File: src/rtl/button_capture.sv
// Debounced button capture: latches the lowest pressed channel onto a one-hot LED
// bank and emits one press pulse per debounced press; btn_clr blanks the LEDs.
module button_capture #(
  parameter int N_BTN           = 4,
  parameter int DEBOUNCE_CYCLES = 1000000,
  parameter int IDX_W           = $clog2(N_BTN)
) (
  input  logic             clk,
  input  logic             rst_n,
  input  logic [N_BTN-1:0] btn_in,
  input  logic             btn_clr,
  output logic [N_BTN-1:0] led,
  output logic             press_valid,
  output logic [IDX_W-1:0] press_idx,
  output logic             busy
);

  localparam int CW = $clog2(DEBOUNCE_CYCLES + 1);
  localparam logic [CW-1:0] CNT_LAST = CW'(DEBOUNCE_CYCLES - 1);
  localparam logic [CW-1:0] CNT_MAX = CW'(DEBOUNCE_CYCLES);
  localparam logic [N_BTN-1:0] ONE = N_BTN'(1);

  typedef enum logic [1:0] {
    IDLE,
    ARM,
    HELD,
    REL
  } state_t;

  state_t           state;
  logic [CW-1:0]    cnt;
  logic [IDX_W-1:0] cand;
  logic [N_BTN:0]   meta;
  logic [N_BTN:0]   sync;

  logic [N_BTN-1:0] syncBtn;
  logic             syncClr;
  logic             anyBtn;
  logic             candHigh;
  logic [IDX_W-1:0] lowIdx;
  logic [CW-1:0]    cntInc;

  assign syncBtn  = sync[N_BTN-1:0];
  assign syncClr  = sync[N_BTN];
  assign anyBtn   = |syncBtn;
  assign candHigh = syncBtn[cand];
  assign cntInc   = (cnt == CNT_MAX) ? cnt : cnt + CW'(1);
  assign busy     = (state != IDLE);

  // Scan from the top so the lowest set index wins.
  always_comb begin
    lowIdx = '0;
    for (int i = N_BTN - 1; i >= 0; i--) begin
      if (syncBtn[i]) lowIdx = IDX_W'(i);
    end
  end

  always_ff @(posedge clk or negedge rst_n) begin
    if (!rst_n) begin
      meta <= '0;
      sync <= '0;
    end else begin
      meta <= {btn_clr, btn_in};
      sync <= meta;
    end
  end

  always_ff @(posedge clk or negedge rst_n) begin
    if (!rst_n) begin
      state       <= IDLE;
      cnt         <= '0;
      cand        <= '0;
      led         <= '0;
      press_idx   <= '0;
      press_valid <= 1'b0;
    end else begin
      press_valid <= 1'b0;
      if (syncClr) begin
        // Clear wins over everything, including a press finishing now.
        led   <= '0;
        cnt   <= '0;
        state <= HELD;
      end else begin
        unique case (state)
          IDLE: begin
            if (anyBtn) begin
              cand  <= lowIdx;
              cnt   <= '0;
              state <= ARM;
            end
          end
          ARM: begin
            if (!candHigh) begin
              state <= IDLE;
            end else if (cnt == CNT_LAST) begin
              led         <= ONE << cand;
              press_idx   <= cand;
              press_valid <= 1'b1;
              state       <= HELD;
            end else begin
              cnt <= cntInc;
            end
          end
          HELD: begin
            if (!anyBtn) begin
              cnt   <= '0;
              state <= REL;
            end
          end
          REL: begin
            if (anyBtn) begin
              state <= HELD;
            end else if (cnt == CNT_LAST) begin
              state <= IDLE;
            end else begin
              cnt <= cntInc;
            end
          end
          default: state <= IDLE;
        endcase
      end
    end
  end

endmodule

File: config.mk
export PLATFORM = sky130hd
export DESIGN_NAME = button_capture
export DESIGN_NICKNAME = d
export VERILOG_FILES = /design/src/rtl/button_capture.sv
export SDC_FILE = /design/constraint.sdc
export NUM_CORES = 1
export LEC_CHECK = 0
export BUFFER_PORTS_ARGS = -buffer_cell sky130_fd_sc_hd__buf_2
export CAP_MARGIN = 20
export CORE_MARGIN = 8
export CORE_UTILIZATION = 35
export DETAILED_ROUTE_END_ITERATION = 8
export PLACE_DENSITY = 0.51
export SLEW_MARGIN = 25
export SYNTH_ARGS = -nofsm -noshare
export SYNTH_HDL_FRONTEND = slang
export SYNTH_SLANG_ARGS = --single-unit
export TNS_END_PERCENT = 100
File: constraint.sdc
create_clock -name clk -period 2.8 [get_ports clk]
set_input_delay 0.14 -clock clk [delete_from_list [all_inputs] [get_ports clk]]
set_output_delay 0.14 -clock clk [all_outputs]
set_load 0.02 [all_outputs]
Yosys cells after proc, flatten, opt, wreduce, memory -nomap -nowiden. Cells that the tools add are included.

Shift-type cells: 1. Add/subtract/negate cells: 1. Bitwise gates (word level): 1. Reductions and logical operators: 11. Equal/unequal tests: 11. Multiplexer cells: 30. Magnitude comparators: 1.

Operators by type and width (count): two-way mux 20 bit (7); one-hot mux 20 bit (4 select lines) (1); == test 20 bit, second input constant (2); two-way mux 2 bit (11); adder 20 x 1 -> 20 bit, second input constant (1); two-way mux 4 bit (4); inequality test 3 bit, second input constant (4); AND reduction 4 bit (3); inequality test 4 bit, second input constant (2); one-hot mux 2 bit (4 select lines) (1); nonzero test 2 bit (4); AND reduction 3 bit (2); two-way mux 1 bit (5); == test 2 bit, second input constant (2); OR reduction 4 bit (1); left shift 1 x 2 -> 4 bit, first input constant (1); less-than comparator 2 x 3 -> 1 bit, second input constant (1); binary-select mux 1 bit (select 2 bit) (1); == test 2 x 1 -> 1 bit, second input constant (1); zero test 2 bit (1); NOT 1 bit (1).

Output and inout bits: 8. Bits in registers: 41. Logic and storage cells: 64. Input port bits: 7.

Depth between registers and ports, before layout.
Depth in word-level cells: 6. Depth in mapped cells: 8. Gate-level depth less buffers: 7.

Worst setup path after synthesis. Ideal clock, no wire load.

Path kind: reg-to-reg. Start point: reg sync[0]. End point: reg cnt[6]. Slack: 0.607 ns. Required time: 2.718 ns. Period minus slack after synthesis: 2.193 ns. Buffers on the path: 0. Setup time: 0.082 ns. Cell stages (with the launch flop): 6. Arrival time: 2.111 ns. Cell sequence: dfrtp_1 > nor4_1 > mux2_2 > or3_1 > or4_1 > a31oi_1.

Cells in the longest elaborated chain, start to end: 4. Elaborated cells between the ends (all ways): 8. Classes of those cells: eq/ne (4); mux (2); reduce/logical (2).

Ends and longest elaborated chain: start, declared (RTL line 34) `logic [N_BTN:0] sync;`; start signal, assigned (RTL line 64) `sync <= meta;`; binary-select mux 1 bit (select 2 bit) (RTL line 46) `assign candHigh = syncBtn[cand];`; two-way mux 1 bit (not written as such) (RTL line 46); inequality test 3 bit (no line); AND reduction 4 bit (no line) *; end signal, assigned (RTL line 101) `cnt <= cntInc;`; end signal, assigned (RTL line 116) `cnt <= cntInc;`; end, declared (RTL line 31) `logic [CW-1:0] cnt;`.

Mark *: on every way between the ends. The rest lies on a longest branch, timed or not. The select of a mux whose other input is x is not followed. A chain may end at the register's enable or synchronous reset.

Worst setup path in the final report. Same ends and word-level chain as after synthesis.

==> results.yml <==
grt:
  antenna_found_initial: 0
  grt_start_max_net_pins: 42
  grt_pass1_vias: 1667
  track_usage_pct: 11.5
  grt-ovfl-total: 0
  grt_pass1_wl_um: 8280
setup_path:
  critPathKind: "reg -> reg"
  max_stage_delay_ns: 0.62
  required_ns: 3.02
  cp_max_fo: 6
  end_kind: "register"
  cp_cell_sequence: "nor4_1 -> mux2_2 -> or3_1 -> or4_1 -> a31oi_1"
  critPathLaunchType: "register"
  critPathArrivalTime_ns: 2.68
  cp_slowest_cell: "nor4_1"
cells_and_area:
  fin_util_pct: 41.1
  num_antenna_cells: 0
  layout-drive-gt1-share_pct: 18.3
  nNetsFinal: 238
  syn_to_final_growth_pct: 13.6
  fillers: 597
sta:
  post-route-period-util_pct: 87.6
  hold_viol_final: 0
  tightest_slew_ns: 0.752
  slew_violations: 0
  worst_slack_ns: 0.348
  skew_ns: 0.00848
  holdWs_ns: 0.354
  min_period_ns: 2.45
  clock.fmax_ghz: 0.408
  setup_violations: 0
  max_slew_margin_pct: 49.8
  setup-tns-final_ns: 0
  rsz0062_at_grt: "false"
synthesis:
  synth_top_area_share_pct: 48.2
  ys.flop_type: "dfrtp_1"
  avgSynthCellArea_sq_um: 10.1
  yosys_warnings: 0
  synth_cell_types: 52
  synth_largest_area_cell: "dfrtp_1"
  syn_nets: 219
  synth_area_sq_um: 2130
  synthCells: 210
  synthTopCellsByArea: "dfrtp_1 48%, a31oi_1 6.5%, nand2_1 3.5%"
  synth_top_cells_by_count: "41 x dfrtp_1, 22 x a31oi_1, 20 x nand2_1"
  seq_area_frac_synth_pct: 48.2
  synth_edf_count: 0
  ys_ff_latch: 41
  yosysMostFrequentCell: "dfrtp_1"
  synth-async-reset-ratio_pct: 100
floorplan:
  die_area_sq_um: 8830
  num_rows: 28
  die_w_um: 94.0
  initial_utilization_pct: 36.1
  ios: 15
  core_area_sq_um: 5890
  die_h_um: 94.0
job:
  maxCapViolCount: 0
clocking:
  cts.reportedPaths.clkPinSlew_ns: 0.09
  clk_latency_ns: 0.30
  cts_tree: "built"
  clockRootBuffer: "clkbuf_8"
  h-tree-depth: 2
  cts_buffers: 5
  cts_setup_buffers: 0
  cts.sinks: 41
  cts.path.max_buffers: 2
routing:
  via_count: 1641
  drtPass1Iterations: 4
  viasPerCell: 5.38
  drtAntennaViolNets: 0
  drtIter0Drc: 105
  routedWlPerCell_um: 15.4
  drt_wl_total_um: 4710
  drc: 0
worst_hold_path:
  min_path_type: "reg -> reg"
status:
  status: "finished, final reports clean"
power:
  ir_drop_uv: 197
  leakage_nw: 0.971
  power_density_nw_per_um2: 448
  power_mw: 1.08
placed_design:
  io_buffers: 14
  dp_hpwl_um: 3120
  pre_cts_ws_ns: 0.366
  gp_congestion: 0.789
==> flip-flops by register name, indices dropped and copies added, names as in the netlist <==
signal / cells
press_idx: 2
sync: 5
cnt: 20
cand: 2
state: 2
led: 4
meta: 5
press_valid: 1
==> report_power, final <==
| part | switching (mW) | internal, mW | total [mW] |
|---|---|---|---|
| Clock | 0.229 | 0.180 | 0.409 |
| Combinational | 0.0312 | 0.0243 | 0.0555 |
| Sequential | 0.0143 | 0.603 | 0.617 |
==> final timing paths <==
path,from,cells past startpoint,slack (ns),endpoint
hold reg to reg,meta[0],0,0.35,sync[0]
hold / removal,meta[0],0,0.35,sync[0]
setup / recovery,sync[0],5,0.35,cnt[6]
min in group asynchronous,rst_n,2,0.38,meta[0]
setup reg to reg,sync[0],5,0.35,cnt[6]
max in group asynchronous,rst_n,3,1.92,cnt[11]
==> layout make-up <==
cell class | instances | area [sq um] | area share [%]
clock inverters | 3 | 25.0 | 1.04
repair buffers | 23 | 173 | 7.15
inverters | 11 | 41.3 | 1.71
well taps | 75 | 93.8 | 3.88
flip-flops and latches | 41 | 1030 | 42.5
multi-input cells | 147 | 988 | 40.9
clock buffers | 5 | 68.8 | 2.85
==> cell usage in the layout, fill, tap and decap left out, types with 2 or more instances in the layout <==
cell,instances
dfrtp_1,41
a31oi_1,22
nand2_1,20
buf_2,14
inv_1,11
nor2_1,11
o21ai_0,8
a21oi_1,8
nand3_1,7
nor3_1,6
dlygate4sd3_1,6
nand4_1,5
o21a_1,5
clkbuf_8,5
nor4_1,4
or3_1,3
and3_2,3
a41oi_1,3
nor4b_1,2
mux2i_1,2
o311ai_0,2
o21ai_1,2
a32o_1,2
o2bb2ai_1,2
and3_1,2
nand2b_1,2
ha_1,2
buf_4,2
==> per-stage QoR <==
stage | instance area, sq um | instances
after floorplan | 2130 | 210
after global placement | 2230 | 290
after detailed placement | 2230 | 290
after CTS | 2390 | 304
after global routing | 2420 | 305
final | 2420 | 305
==> routing by layer <==
metal / up-vias / track usage (%) / part of all wire, %
li1: 831 / - / -
met1: 778 / 15.3 / 52
met2: 26 / 17.7 / 44
met3: 6 / 2.24 / 3.1
met4: 0 / 4.89 / 1.4
met5: - / 0 / 0
==> kinds of logic (layout without fill, tap and decap cells) <==
| logic type | count (synthesis) | in the layout | share of synthesized area [%] |
|---|---|---|---|
| multiplexers | 5 | 5 | 3.24 |
| flip-flops | 41 | 41 | 48.2 |
| AO/OA/AOI/OAI | 61 | 61 | 20.2 |
| AND/OR/NAND/NOR | 79 | 79 | 21.8 |
| adder cells (fa/ha/maj) | 2 | 2 | 1.18 |
| buffers and inverters | 22 | 42 | 5.29 |
==> what timing repair did <==
item	4_1_cts	5_1_grt
hold endpoints to repair	20	0
gates resized for setup	0	0
hold buffers	6	0
==> worst max-delay path, delay by kind of cell, from the launching register on <==
kind,cells,cell delay [ns]
multiplexers,1,0.48
AO/OA/AOI/OAI,1,0.16
AND/OR/NAND/NOR,3,1.31
flip-flops,1,0.41
Power figures use the tool's default switching activity.
